[src/rtl/uart_transmitter.sv]
// uart_transmitter: 8N1 serial transmitter timed by a 16x oversampling tick.
module uart_transmitter #(
    parameter int DBIT    = 8,
    parameter int SB_TICK = 16
) (
    input  logic       clk,
    input  logic       reset_n,
    input  logic       s_tick,
    input  logic       tx_start,
    input  logic [7:0] tx_din,
    output logic       tx,
    output logic       tx_reg,
    output logic       tx_done_tick
);
    localparam logic [1:0] IDLE  = 2'd0;
    localparam logic [1:0] START = 2'd1;
    localparam logic [1:0] DATA  = 2'd2;
    localparam logic [1:0] STOP  = 2'd3;
    localparam int NW = (DBIT > 1) ? $clog2(DBIT) : 1;
    logic [1:0]    state_q, state_d;
    logic [3:0]    s_q, s_d;
    logic [NW-1:0] n_q, n_d;
    logic [7:0]    b_q, b_d;
    logic          tx_q, tx_d;
    always_comb begin
        state_d      = state_q;
        s_d          = s_q;
        n_d          = n_q;
        b_d          = b_q;
        tx_done_tick = 1'b0;
        tx_d         = (state_q == DATA) ? b_q[0] : (state_q != START);
        case (state_q)
            IDLE: if (tx_start) begin
                s_d     = 4'd0;
                b_d     = tx_din;
                state_d = START;
            end
            START: if (s_tick) begin
                if (s_q == 4'd15) begin
                    s_d     = 4'd0;
                    n_d     = '0;
                    state_d = DATA;
                end else s_d = s_q + 4'd1;
            end
            DATA: if (s_tick) begin
                if (s_q == 4'd15) begin
                    s_d = 4'd0;
                    b_d = b_q >> 1;
                    if (n_q == NW'(DBIT - 1)) state_d = STOP;
                    else n_d = n_q + 1'b1;
                end else s_d = s_q + 4'd1;
            end
            default: if (s_tick) begin
                if (s_q == 4'(SB_TICK - 1)) begin
                    // reset wins over a coincident end-of-stop so no pulse escapes
                    tx_done_tick = !reset_n;
                    state_d      = IDLE;
                end else s_d = s_q + 4'd1;
            end
        endcase
    end
    always_ff @(posedge clk) begin
        if (reset_n) begin
            state_q <= IDLE;
            s_q     <= 4'd0;
            n_q     <= '0;
            b_q     <= 8'd0;
            tx_q    <= 1'b1;
        end else begin
            state_q <= state_d;
            s_q     <= s_d;
            n_q     <= n_d;
            b_q     <= b_d;
            tx_q    <= tx_d;
        end
    end
    assign tx     = tx_q;
    assign tx_reg = tx_q;
endmodule

[config.mk]
export PLATFORM = sky130hd
export DESIGN_NAME = uart_transmitter
export DESIGN_NICKNAME = d
export VERILOG_FILES = /design/src/rtl/uart_transmitter.sv
export SDC_FILE = /design/constraint.sdc
export NUM_CORES = 1
export LEC_CHECK = 0
export BUFFER_PORTS_ARGS = -buffer_cell sky130_fd_sc_hd__buf_4
export CELL_PAD_IN_SITES_DETAIL_PLACEMENT = 0
export CELL_PAD_IN_SITES_GLOBAL_PLACEMENT = 1
export CORE_MARGIN = 10
export CORE_UTILIZATION = 44
export CTS_BUF_LIST = sky130_fd_sc_hd__clkbuf_8
export CTS_CLUSTER_DIAMETER = 200
export DETAILED_ROUTE_END_ITERATION = 7
export PLACE_DENSITY_LB_ADDON = 0.1
export RECOVER_POWER = 50
export SLEW_MARGIN = 5
export SYNTH_ARGS = -nofsm -noshare
export SYNTH_HDL_FRONTEND = slang
export SYNTH_SLANG_ARGS = --single-unit
[constraint.sdc]
create_clock -name clk -period 2.1 [get_ports clk]
set_input_delay 0.105 -clock clk [delete_from_list [all_inputs] [get_ports clk]]
set_output_delay 0.105 -clock clk [all_outputs]
set_load 0.01 [all_outputs]
==> results.md <==
- Cell count after synthesis: 111
- Die area: 4647 um^2
- Number of synthesized flops with an enable pin: 0
- Hold Crit Start: tx_din[7]
- Ports: 15
- # diodes: 0
- Clock Skew: 1.323 ps
- Post-CTS Setup Inserts: 0
- Int Power: 0.8256 mW
- Maximum number of pins on one net before global-route repair: 22
- Row count: 17
- Initial antenna violation count: 0
- WP data arrival: 2100 ps
- Sw power: 0.4964 mW
- Tmin final: 1919 ps
- Final core occ: 0.5351
- Yosys warns: 0
- First-pass GRT wire length: 3553 um
- Power share of the clock group: 0.177
- Share of post-route cells with drive strength above 1: 0.1600
- Sequential-to-total area share from yosys stat: 0.3529
- Routed wire per std cell: 13.31 um
- Synth Flop Type: dfxtp_1
- First-pass DRT Iterations: 4
- CTS root buf: clkbuf_8
- CP max FO: 6
- Switching Share: 0.3755
- CTS tree: built
- Status: complete, no violations
- Largest regs: b_q x8, s_q x4, n_q x3
- Combinational cell fraction of total power: 0.467
- Inserted Clock Buffers: 3
- Largest reg by FF count: b_q
- Crit path from: state_q[1]
- Synth area leader: dfxtp_1
- Final GP Congestion: 0.7767
- Max FFs per register: 8
- Yosys top cell area share: 0.3529
- Max Cap Viol: 0
- Area of the multi-input gates: 630.6 um^2
- CORE AREA: 2212 um^2
- Final wirelength: 2036 um
- Overflow after GRT: 0
- Via count normalized by instance count: 5.464
- Seq pwr share: 0.356
- Post-Synthesis Cell Area: 1021 um^2
- Tot GR Track Use: 0.09617
- Clk slew on worst S/H paths: 70 ps
- Crit path launch type: register
- Detailed placer's ending HPWL: 1535 um
- PortBufs: 14
- Fill count: 234
- Final Hold Fails: 0
- Worst relative slew slack: 0.6182
- Area grow syn2layout: 15.93%
- RSZ-0062 raised after global routing: no
- Pleak: 0.4723 nW
- Top sig layer: met4
- Leading post-synthesis cells by cell area: dfxtp_1, ha_1, mux2i_1
- Via count: 836
- Dpl cell area: 1152 um^2
- Slew Viols, Final: 0
- Chip width: 68.17 um
- Setup-failing EPs final: 0
- Clock Sinks: 18
- Crit Path Class: register to register
- Most frequent cells after synthesis: dfxtp_1, nor2_1, mux2i_1
- Hold Path Stages: 3
- Most common cell in the netlist: dfxtp_1
- Clock Latency Late Sink: 240 ps
- Netlist cell types: 37
- Starting DRT DRC Count: 37
- Peak supply drop: 0.0005498 V
- Setup TNS: 0 ps
- Clk buf depth: 2
- Post-Syn Area per Cell: 9.198 um^2
- H-tree depth: 1
- Met2 Routed Length: 899 um
- Vias in the first global route: 778
- PwrDens: 1117 nW/um^2
- Residual DRC: 0
- Initial Utilization: 0.4615
- M1 wire length: 1026 um
- Worst-margin pin slew: 563.8 ps
- Storage cell area: 360.3 um^2
- Height of the chip: 68.17 um
- Worst reg2reg startpoint: state_q[1]
- NumNets Final: 147
- Async S/R FF share, synth: 0
- Synthesized net count: 131
- WL met3: 95 um
- Hold Crit Class: input port to register
- Critical path data required time: 2280 ps
- Register bit total from synthesis: 18
- CP endpoint kind: register
- Final period utilization: 0.9137
- Final instance area: 1184 um^2
- Post-CTS Hold Fix Bufs: 0
- Final ANT Viol Nets: 0
- Fmax: 0.5212 GHz
- Reg2Reg Depth: 6
-- cell families (layout without fill, tap and decap cells) --
group                      Yosys count  after routing  synth area share
and+or+nand+nor                     39             39            0.2034
DFF                                 18             18            0.3529
AOI/OAI and AO/OA                   27             27            0.1985
buffers and inverters                8             22           0.03431
muxes                               11             11            0.1127
adders and majority gates            8              8           0.09804
-- final cells by class --
type / instances / share of cell area
inverters: 3 / 0.009514
multi-input cells: 85 / 0.5328
repair buffers: 16 / 0.08879
well taps: 28 / 0.02960
flip-flops and latches: 18 / 0.3044
clock buffers: 3 / 0.03488
-- power by group through the flow --
stage,Clock (mW),Sequential [mW],Combinational (mW)
final,0.234,0.470,0.618
after global routing,0.257,0.480,0.697
after CTS,0.245,0.471,0.629
after detailed placement,0,0.478,0.626
after global placement,0,0.474,0.619
after floorplan,0,0.469,0.498
-- worst max-delay path, cell delays in order, from the launching register on --
cell and delay [ps]:
dfxtp_1 410, inv_1 90, ha_1 270, mux2_4 240, o311ai_1 180, or4_1 500, a31oi_1 160
-- per-layer routing --
layer,global-route usage,vias to the layer above
li1,-,437
met1,0.1265,388
met2,0.1442,9
met3,0.03263,2
met4,0.03015,0
met5,0,-
-- cells in the final DEF, fill, tap and decap left out, types with 2 or more instances in the layout --
cell	count
a211oi_1	7
nand3_1	3
ha_1	8
a21o_1	2
a21oi_1	4
nand3b_1	2
nand2_1	7
clkbuf_8	3
nor2_1	11
inv_1	3
o41ai_1	2
buf_4	12
nor3b_1	2
clkbuf_1	4
mux2i_1	10
nor2b_1	3
dfxtp_1	18
o21ai_0	2
nand2b_1	5
-- repair_timing --
action | in CTS | in global routing
resized for setup | 0 | 1
setup endpoints to repair | 0 | 1
hold endpoints to repair | 0 | 0
-- worst paths after layout --
path,slack (ps),to
worst max-delay path,180,s_q[3]
worst min-delay path,140,b_q[7]
worst max register to register,180,s_q[3]
worst min register to register,480,b_q[7]
-- stage by stage --
stage	instances	hold WS, ps	setup WS (ps)	total power, mW
CTS	153	141.6	110.6	1.345
floorplan	111	271.0	336.4	0.9674
global placement	150	387.1	260.9	1.093
detailed placement	150	396.8	126.4	1.104
global route	153	152.5	24.91	1.434
finish	153	144.1	181.2	1.322
Power figures use the tool's default switching activity.
